**config.mk**
```make
export PLATFORM = sky130hd
export DESIGN_NAME = div_manager
export DESIGN_NICKNAME = d
export VERILOG_FILES = /design/src/rtl/div_manager.sv
export SDC_FILE = /design/constraint.sdc
export NUM_CORES = 1
export LEC_CHECK = 0
export ABC_AREA = 1
export BUFFER_PORTS_ARGS = -buffer_cell sky130_fd_sc_hd__buf_2
export CAP_MARGIN = 5
export CORE_MARGIN = 2
export CORE_UTILIZATION = 29
export DETAILED_ROUTE_END_ITERATION = 10
export PLACE_DENSITY_LB_ADDON = 0.3
export REMOVE_ABC_BUFFERS = 1
export SETUP_SLACK_MARGIN = 0.3
export SYNTH_ARGS = -nofsm -noshare
export SYNTH_HDL_FRONTEND = slang
export SYNTH_SLANG_ARGS = --single-unit
```
**constraint.sdc**
```tcl
create_clock -name clk -period 4.1 [get_ports clk]
set_input_delay 0.615 -clock clk [delete_from_list [all_inputs] [get_ports clk]]
set_output_delay 0.615 -clock clk [all_outputs]
set_load 0.01 [all_outputs]
```
**src/rtl/div_manager.sv**
```systemverilog
// ---------------------------------------------------------------------------
// div_manager
//
// Multi-cycle RV32M divide unit sitting beside the EX stage. The unit accepts
// one DIV/DIVU/REM/REMU op when idle. It runs a 32-step restoring division
// (one step per clock) and then presents the sign-corrected result on a
// writeback port. Divide-by-zero and the signed-overflow case skip the
// iterative phase and produce their architectural result one edge after
// start.
//
// While an op is in flight, a one-hot scoreboard of the pending destination
// register is exported. The stall controller uses it to hold back dependent
// instructions.
//
// Writeback handshake: wb_valid_o is high while a finished result for a
// non-x0 destination is held. wb_data_o and wb_rd_addr_o are stable for as
// long as wb_valid_o stays high. The result is consumed on the rising edge
// where wb_valid_o && wb_ack_i. wb_ack_i has no effect while wb_valid_o is
// low. Results destined for x0 are dropped after a single cycle in DONE.
//
// Ports
//   clk              clock, all state changes on the rising edge
//   rst              asynchronous active-low reset
//   start_i          issue strobe, honoured only when idle
//   op_i             00 DIV, 01 DIVU, 10 REM, 11 REMU
//   dividend_i       rs1 value
//   divisor_i        rs2 value
//   rd_addr_i        destination register of the issued op
//   busy_o           high whenever the unit is not idle
//   rd_addr_flags_o  one-hot pending destination (bit 0 never set)
//   wb_valid_o       result available for writeback
//   wb_rd_addr_o     writeback destination
//   wb_data_o        writeback data
//   wb_ack_i         writeback port accepted the result this cycle
//   dbg_state_o      current FSM state (0 IDLE, 1 CALC, 2 DONE)
// ---------------------------------------------------------------------------
module div_manager #(
    parameter int XLEN = 32
) (
    input  logic            clk,
    input  logic            rst,
    input  logic            start_i,
    input  logic [1:0]      op_i,
    input  logic [XLEN-1:0] dividend_i,
    input  logic [XLEN-1:0] divisor_i,
    input  logic [4:0]      rd_addr_i,
    output logic            busy_o,
    output logic [31:0]     rd_addr_flags_o,
    output logic            wb_valid_o,
    output logic [4:0]      wb_rd_addr_o,
    output logic [XLEN-1:0] wb_data_o,
    input  logic            wb_ack_i,
    output logic [1:0]      dbg_state_o
);

    typedef enum logic [1:0] {
        IDLE = 2'd0,
        CALC = 2'd1,
        DONE = 2'd2
    } state_t;

    state_t          state;
    logic [5:0]      count;
    // quo_q starts holding the dividend magnitude. Each step shifts its MSB
    // into the partial remainder and shifts a quotient bit in at the LSB.
    logic [XLEN-1:0] quo_q;
    logic [XLEN-1:0] dvs_q;
    logic [XLEN:0]   rem_q;
    logic            is_rem;
    logic            neg_quo;
    logic            neg_rem;

    // ---------------------------------------------------------------------
    // Issue-time decode
    // ---------------------------------------------------------------------
    logic            signed_op;
    logic            div_by_zero;
    logic            overflow;
    logic [XLEN-1:0] dividend_mag;
    logic [XLEN-1:0] divisor_mag;
    logic [XLEN-1:0] special_result;
    logic [31:0]     flag_set;

    always_comb begin
        signed_op    = ~op_i[0];
        div_by_zero  = (divisor_i == '0);
        overflow     = signed_op && (dividend_i == 32'h8000_0000)
                                 && (divisor_i == 32'hFFFF_FFFF);
        dividend_mag = (signed_op && dividend_i[XLEN-1]) ? (~dividend_i + 1'b1) : dividend_i;
        divisor_mag  = (signed_op && divisor_i[XLEN-1])  ? (~divisor_i + 1'b1)  : divisor_i;

        // The divide-by-zero result is the same for signed and unsigned ops.
        if (div_by_zero) begin
            special_result = op_i[1] ? dividend_i : 32'hFFFF_FFFF;
        end else begin
            special_result = op_i[1] ? 32'h0000_0000 : 32'h8000_0000;
        end

        // x0 is never a real dependency, so its bit is masked off.
        flag_set = (32'd1 << rd_addr_i) & ~32'd1;
    end

    // ---------------------------------------------------------------------
    // One restoring-division step
    // ---------------------------------------------------------------------
    logic [XLEN:0]   rem_shift;
    logic [XLEN:0]   rem_trial;
    logic [XLEN:0]   rem_next;
    logic [XLEN-1:0] quo_next;
    logic [XLEN-1:0] quo_fixed;
    logic [XLEN-1:0] rem_fixed;
    logic [XLEN-1:0] calc_result;

    always_comb begin
        rem_shift = {rem_q[XLEN-1:0], quo_q[XLEN-1]};
        rem_trial = rem_shift - {1'b0, dvs_q};
        // The partial remainder is always below the divisor, so bit XLEN of
        // the trial is a clean borrow flag.
        if (!rem_trial[XLEN]) begin
            rem_next = rem_trial;
            quo_next = {quo_q[XLEN-2:0], 1'b1};
        end else begin
            rem_next = rem_shift;
            quo_next = {quo_q[XLEN-2:0], 1'b0};
        end

        // Sign correction is applied to the outcome of the final step, so the
        // corrected value lands in wb_data_o on the edge that enters DONE.
        quo_fixed   = neg_quo ? (~quo_next + 1'b1) : quo_next;
        rem_fixed   = neg_rem ? (~rem_next[XLEN-1:0] + 1'b1) : rem_next[XLEN-1:0];
        calc_result = is_rem ? rem_fixed : quo_fixed;
    end

    // ---------------------------------------------------------------------
    // Writeback / handshake
    // ---------------------------------------------------------------------
    logic done_exit;

    always_comb begin
        wb_valid_o  = (state == DONE) && (wb_rd_addr_o != 5'd0);
        // x0 results are dropped after one cycle. Other results leave DONE
        // only once they have been accepted.
        done_exit   = (state == DONE) && ((wb_rd_addr_o == 5'd0) || wb_ack_i);
        busy_o      = (state != IDLE);
        dbg_state_o = state;
    end

    // ---------------------------------------------------------------------
    // FSM and datapath registers
    // ---------------------------------------------------------------------
    always_ff @(posedge clk or negedge rst) begin
        if (!rst) begin
            state           <= IDLE;
            count           <= 6'd0;
            quo_q           <= '0;
            dvs_q           <= '0;
            rem_q           <= '0;
            is_rem          <= 1'b0;
            neg_quo         <= 1'b0;
            neg_rem         <= 1'b0;
            rd_addr_flags_o <= 32'd0;
            wb_rd_addr_o    <= 5'd0;
            wb_data_o       <= '0;
        end else begin
            case (state)
                IDLE: begin
                    if (start_i) begin
                        wb_rd_addr_o    <= rd_addr_i;
                        rd_addr_flags_o <= flag_set;
                        is_rem          <= op_i[1];
                        neg_quo         <= signed_op && (dividend_i[XLEN-1] ^ divisor_i[XLEN-1]);
                        neg_rem         <= signed_op && dividend_i[XLEN-1];
                        if (div_by_zero || overflow) begin
                            state     <= DONE;
                            wb_data_o <= special_result;
                        end else begin
                            state <= CALC;
                            quo_q <= dividend_mag;
                            dvs_q <= divisor_mag;
                            rem_q <= '0;
                            count <= 6'd0;
                        end
                    end
                end

                CALC: begin
                    rem_q <= rem_next;
                    quo_q <= quo_next;
                    if (count == 6'd31) begin
                        state     <= DONE;
                        count     <= 6'd0;
                        wb_data_o <= calc_result;
                    end else begin
                        count <= count + 6'd1;
                    end
                end

                DONE: begin
                    if (done_exit) begin
                        state           <= IDLE;
                        rd_addr_flags_o <= 32'd0;
                    end
                end

                default: begin
                    state <= IDLE;
                end
            endcase
        end
    end

endmodule

```
==> flow_summary.ini, run 1 <==
[place]
place_congestion = 0.9390
portBuffers = 146
dp_hpwl_mm = 40.65

[setup_path]
crit_path_frequent_cell = nand2_1
cp_top_family = simple AND/OR/NAND/NOR gates
cpPeakStageDelay_ns = 0.36
crit_chain = inv_1 -> ha_1 -> a21oi_2 -> nand2_1 -> nand2_1 -> nand2_1 -> a21oi_4 -> nand3_2 -> nand2_4 -> ha_4 -> nand3_4 -> nor3_4 -> nand3_2 -> nor3_4 -> nand2_2 -> nor4_2 -> nand3_1 -> o21ai_2 -> o21ai_1 -> a21o_1 -> nand2_1 -> nand2_1 -> a21oi_1
cp-end-kind = flop
start_kind = flop
worstSetupPathType = flop to flop
cp_slowest_cell = dfrtp_1
crit_required_ns = 4.50
timing.critical_path.buf_inv = 1
critPathMaxFanout = 3
worst_ep_arrival_time_ns = 4.16

[clocking]
clock_sinks = 175
cts_buffers = 17
clockRootBuffer = clkbuf_16
cts.clk_slew.worst_paths_ns = 0.08
clk_path_buf_depth = 2
htree_levels = 4
cts_tree = built
clkLatencyLatePin_ns = 0.47

[yosys]
synth_flop_cell = dfrtp_1
avgSynthCellArea_um2 = 6.215
synth-seq-cells = 175
synth.distinct_cells = 51
synth_edf_count = 0
syn-cell-area_mm2 = 0.01455
yosysWarnings = 0
synthArstFlopShare = 1.000
syn_inst = 2341
yosysSeqAreaShare = 0.3010

[drt]
first_pass_iters = 5
vias_per_cell = 4.933
vias = 15740
ant_nets = 0
routedWlPerCell_um = 16.61
remaining_drc_errors = 0
drtIter0Drc = 1064
wl_mm = 52.99

[finish]
drive_gt1_frac = 0.1616
synthToLayoutAreaGrowth_pct = 20.02
nets = 2620
final.fill_count = 5510
multiInputGateArea_mm2 = 0.009034
regArea_mm2 = 0.004380

[timing]
worst_pin_slew_ns = 1.014
relSlewSlack = 0.3200
setup_tns_ns = 0
fmax_mhz = 266.1
drv_slew = 0
fin_hold_ws_ns = 0.2479
fin_skew_ns = 0.01337
period_share = 0.9166
rsz0062_at_grt = true
setup-violations-final = 0
hold_viol = 0
min_period_ns = 3.758

[power_and_ir_drop]
pwr-share-seq = 0.179
ir_drop_mv = 0.4965
internal_power_mw = 7.403
p_sw_mw = 9.244
switching_share = 0.5553
power_frac_comb = 0.713
power-per-cell-area_mw_per_mm2 = 953.3
clkPwrFrac = 0.108
leakage_nw = 8.924

[floorplanning]
start_util = 0.2918
die_area_mm2 = 0.05198
floorplan.rows = 82
core-area_mm2 = 0.04986
die_y_um = 228.0
io_pins = 148
die_width_um = 228.0

[hold_path]
hp-class = input pin to async pin

[outcome]
status = finished, final reports clean

[global_routing]
grt_max_degree = 94
grt_pass1_wl_mm = 83.49
grt_pass1_vias = 15130
grt_usage = 0.2024
overflow = 0
antenna_found_initial = 0

[run]
drv_cap = 0
-- cell families (layout without fill, tap and decap cells) --
| kind of cell | Yosys count | in the layout | share of synthesized area |
|---|---|---|---|
| compound gates | 342 | 342 | 0.1277 |
| flops | 175 | 175 | 0.3010 |
| other cells | 1 | 2 | 0.0002577 |
| simple gates | 1327 | 1327 | 0.3898 |
| xor+xnor | 70 | 70 | 0.04214 |
| fa+ha+maj | 39 | 39 | 0.03405 |
| buf+inv | 387 | 564 | 0.1051 |
-- final cells by class --
type,instances,share of cell area
Clock inverter,14,0.01025
Tap cell,672,0.04815
Multi-Input combinational cell,1779,0.5173
Inverter,298,0.06405
Sequential cell,175,0.2508
Antenna cell,1,0.0001433
Clock buffer,17,0.02436
Timing Repair Buffer,235,0.08490
-- path summary, 6_finish.rpt --
path                                              end                 startpoint  slack [ns]  cells past startpoint
setup / recovery            wb_data_o[28]$_DFFE_PN0P_      dvs_q[27]$_DFFE_PN0P_        0.34                     23
hold / removal                   quo_q[1]$_DFFE_PN0P_                        rst        0.25                      1
setup reg to reg            wb_data_o[28]$_DFFE_PN0P_      dvs_q[27]$_DFFE_PN0P_        0.34                     23
hold reg to reg             wb_data_o[13]$_DFFE_PN0P_  wb_data_o[13]$_DFFE_PN0P_        0.48                      2
max in group asynchronous       rem_q[22]$_DFFE_PN0P_                        rst        2.98                      2
min in group clk           dbg_state_o[1]$_DFFE_PN0P_                   wb_ack_i        0.47                      4
-- cells in the final DEF, fill, tap and decap left out, types with 4 or more instances in the layout --
cell type / n
a31oi_1: 5
o21ai_0: 175
buf_4: 83
nor2_4: 5
nand4_1: 25
or2_2: 4
buf_12: 4
inv_1: 277
clkbuf_16: 18
nand3b_1: 9
nand2_1: 717
o22ai_1: 27
nor2_2: 22
nor2_1: 219
inv_2: 16
o211ai_1: 11
nand2_4: 9
xnor2_1: 21
o21ai_1: 13
nand3_2: 6
ha_1: 22
nand3_1: 203
nor3_1: 38
xor2_1: 49
ha_4: 16
nor4_1: 18
buf_2: 145
dfrtp_1: 174
clkinv_1: 5
a21oi_2: 8
nand2_2: 39
a21oi_1: 84
inv_6: 7
-- registers in the layout, summed over array words and instances (netlist names) --
name and cells:
rem_q 32, neg_quo 1, neg_rem 1, rd_addr_flags_o 31, count 6, wb_rd_addr_o 5
is_rem 1, dvs_q 32, dbg_state_o 2, quo_q 32, wb_data_o 32
-- synth_stat cells, types with 7 or more instances --
cell type	instances	area [µm²]
nor2_2	10	62.56
buf_2	19	95.09
nand4_1	25	156.4
buf_1	9	33.78
nor3_1	40	200.2
nand2_1	731	2744
ha_1	38	475.5
xor2_1	49	429.2
nand2_4	7	78.83
a21oi_1	87	435.4
nand3b_1	9	67.56
o211ai_1	11	82.58
nor4_1	19	118.9
o21ai_0	182	910.9
nand2_2	28	175.2
dfrtp_1	175	4379
nand3_1	207	1036
o22ai_1	27	168.9
nor2_1	233	874.6
inv_1	287	1077
clkbuf_1	53	198.9
xnor2_1	21	183.9
o21ai_1	8	40.04
-- stage by stage --
step / utilization / setup slack [ns] / power [mW] / instance area [µm²] / std cells
final: 0.3502 / 0.3418 / 16.65 / 17460 / 3191
after global routing: 0.3502 / 0.1117 / 18.23 / 17460 / 3190
after CTS: 0.3464 / 0.3003 / 16.27 / 17270 / 3183
after detailed placement: 0.3274 / 0.01706 / 14.06 / 16320 / 3142
after global placement: 0.3274 / 0.05641 / 13.94 / 16320 / 3142
after floorplan: - / -1.060 / 10.28 / 14140 / 2252
-- per-layer routing --
metal  vias up  wire [µm]  track usage
met5         -          0            0
met4         0       1111      0.05249
met3        62       2669      0.03425
met2       440      25050       0.3420
met1      7422      24160       0.2674
li1       7817          -            -
-- power groups by stage --
| stage | logic (mW) | registers, mW | clock network, mW |
|---|---|---|---|
| final | 11.9 | 2.98 | 1.80 |
| after CTS | 11.5 | 2.96 | 1.82 |
| after global placement | 11.0 | 2.95 | 0 |
| after detailed placement | 11.1 | 2.96 | 0 |
| after floorplan | 7.29 | 2.99 | 0 |
| after global routing | 13.3 | 3.07 | 1.89 |
-- repair_timing --
item | in CTS | in global routing
gates resized for setup | 41 | 44
pin swaps | 16 | 22
buffers inserted | 10 | 6
hold buffers | 0 | 0
cloned | 0 | 1
endpoints found under the setup margin | 12 | 24
No activity file was read; power rests on OpenSTA's default activity.
==> run 2, diff against run 1 <==
Settings changed: CTS_BUF_LIST set to sky130_fd_sc_hd__clkbuf_2.
==> run 2 against run 1 <==
Against the previous run:
- global-route usage is essentially flat
- cell count grew 2.0%
- sequential power is essentially flat
- via count grew 1.4%
- critical endpoint is now wb_data_o[20]$_DFFE_PN0P_
==> flow_summary.ini, run 2 (same netlist as run 1, synthesis figures left out) <==
[global_routing]
antenna_found_initial = 2
grt_max_degree = 94
grt_usage = 0.2021
grt_pass1_vias = 15310
overflow = 0
grt_pass1_wl_mm = 83.36

[clocking]
clock_sinks = 175
cts_buffers = 17
cts_tree = built
clockRootBuffer = clkbuf_2
clk_path_buf_depth = 2
clkLatencyLatePin_ns = 0.95
cts.clk_slew.worst_paths_ns = 0.33
htree_levels = 4

[outcome]
status = finished, final reports clean

[floorplanning]
core-area_mm2 = 0.04986
die_width_um = 228.0
io_pins = 148
die_y_um = 228.0
floorplan.rows = 82
start_util = 0.2918
die_area_mm2 = 0.05198

[setup_path]
cp-end-kind = flop
crit_required_ns = 4.97
start_kind = flop
r2r_slack_ns = 0.39
startpoint = rem_q[28]$_DFFE_PN0P_
critPathMaxFanout = 5
reg2reg_to = wb_data_o[20]$_DFFE_PN0P_
r2r-start = rem_q[28]$_DFFE_PN0P_
r2r_cells = 25
worst_ep_arrival_time_ns = 4.59
crit_path_end = wb_data_o[20]$_DFFE_PN0P_
worstSetupPathType = flop to flop

[timing]
min_period_ns = 3.714
rsz0062_at_grt = true
drv_slew = 0
hold_viol = 0
fin_skew_ns = 0.06837
setup-violations-final = 0
worst_pin_slew_ns = 0.9918
relSlewSlack = 0.3348
fmax_mhz = 269.3
fin_hold_ws_ns = 0.09899
period_share = 0.9057

[drt]
wl_mm = 53.35
drtIter0Drc = 1165
vias = 15970
ant_nets = 0
first_pass_iters = 5
vias_per_cell = 4.904
routedWlPerCell_um = 16.39
remaining_drc_errors = 0

[place]
dp_hpwl_mm = 40.65
place_congestion = 0.9390
portBuffers = 146

[power_and_ir_drop]
leakage_nw = 9.099
power-per-cell-area_mw_per_mm2 = 927.2
ir_drop_mv = 0.5093
total_power_mw = 16.54

[finish]
layout_common_cells = nand2_1 (708), inv_1 (279), nor2_1 (211)
synthToLayoutAreaGrowth_pct = 22.58
nets = 2683
drive_gt1_frac = 0.1732
layout_commonest_cell = nand2_1

[run]
drv_cap = 0

[hold_path]
hp-class = input pin to flop
-- run 2: cell count changes in the layout (fill, tap and decap cells not counted), sizes merged --
cell | previous run | this run
diode | 1 | 3
clkbuf | 19 | 21
dlygate4sd3 | 0 | 42
buf | 233 | 252
-- run 2: layout make-up --
class | count | area [µm²]
Fill cell | 5519 | 32030
Multi-Input combinational cell | 1779 | 9124
Sequential cell | 175 | 4380
Timing Repair Buffer | 298 | 2101
Inverter | 298 | 1119
Tap cell | 672 | 840.8
Clock inverter | 14 | 178.9
Clock buffer | 17 | 85.08
Antenna cell | 3 | 7.507
-- run 2: metrics by stage --
step | std cells | setup slack (ns) | area, µm² | utilization | setup TNS, ns
detailed placement | 3142 | 0.01706 | 16320 | 0.3274 | 0
finish | 3256 | 0.3865 | 17840 | 0.3577 | 0
global route | 3254 | 0.1229 | 17830 | 0.3576 | 0
global placement | 3142 | 0.05641 | 16320 | 0.3274 | 0
floorplan | 2252 | -1.060 | 14140 | - | -42.91
CTS | 3232 | 0.2592 | 17270 | 0.3464 | 0
-- run 2: timing repair --
| action | 4_1_cts | 5_1_grt |
|---|---|---|
| endpoints found under the hold margin | 141 | 0 |
| resized for setup | 28 | 91 |
| hold buffers | 42 | 0 |
| setup buffers | 17 | 18 |
| endpoints found under the setup margin | 16 | 29 |
| pin swaps | 17 | 30 |
| gates cloned | 0 | 3 |
-- run 2: critical path, stage by stage, from the launching register on --
cell	delay [ns]
dfrtp_1	0.46
ha_1	0.35
nand2_1	0.10
nor2_2	0.15
nand2_1	0.13
inv_1	0.12
a21oi_4	0.09
buf_4	0.15
nand2_4	0.07
nand2_4	0.06
nand2_8	0.08
ha_4	0.15
nand3_4	0.09
nor3_4	0.14
nand3_2	0.13
nor3_4	0.18
nand2_2	0.09
nor4_2	0.24
nand3_1	0.14
nand2_1	0.12
o21ai_2	0.06
a21oi_2	0.15
nor2_1	0.05
o21ai_1	0.15
nand2_1	0.08
nand2_1	0.07
-- run 2: where the power goes --
| group | switching (mW) | total, mW | leakage [nW] | internal [mW] |
|---|---|---|---|---|
| clock network | 0.743 | 1.09 | 0.149 | 0.352 |
| logic | 8.12 | 12.5 | 6.72 | 4.37 |
| registers | 0.551 | 2.95 | 2.23 | 2.40 |
| total | 9.42 | 16.5 | 9.10 | 7.12 |
-- run 2: routing by layer --
metal | global-route usage | up-vias | routed length, µm
li1 | - | 7962 | -
met1 | 0.2665 | 7475 | 24160
met2 | 0.3370 | 457 | 24970
met3 | 0.03600 | 72 | 3034
met4 | 0.06005 | 0 | 1182
met5 | 0 | - | 0
-- run 2: worst min path at each step --
stage	endpoint	startpoint	slack, ns	cells after the start
6_report	dvs_q[17]$_DFFE_PN0P_	divisor_i[17]	0.1	3
5_1_grt	dvs_q[6]$_DFFE_PN0P_	divisor_i[6]	0.005	5
4_1_cts	dvs_q[6]$_DFFE_PN0P_	divisor_i[6]	0.006	5
3_5_place_dp	wb_data_o[13]$_DFFE_PN0P_	wb_data_o[13]$_DFFE_PN0P_	0.46	2
3_3_place_gp	wb_data_o[17]$_DFFE_PN0P_	wb_data_o[17]$_DFFE_PN0P_	0.46	2
2_1_floorplan	count[0]$_DFFE_PN0P_	rst	0.32	0
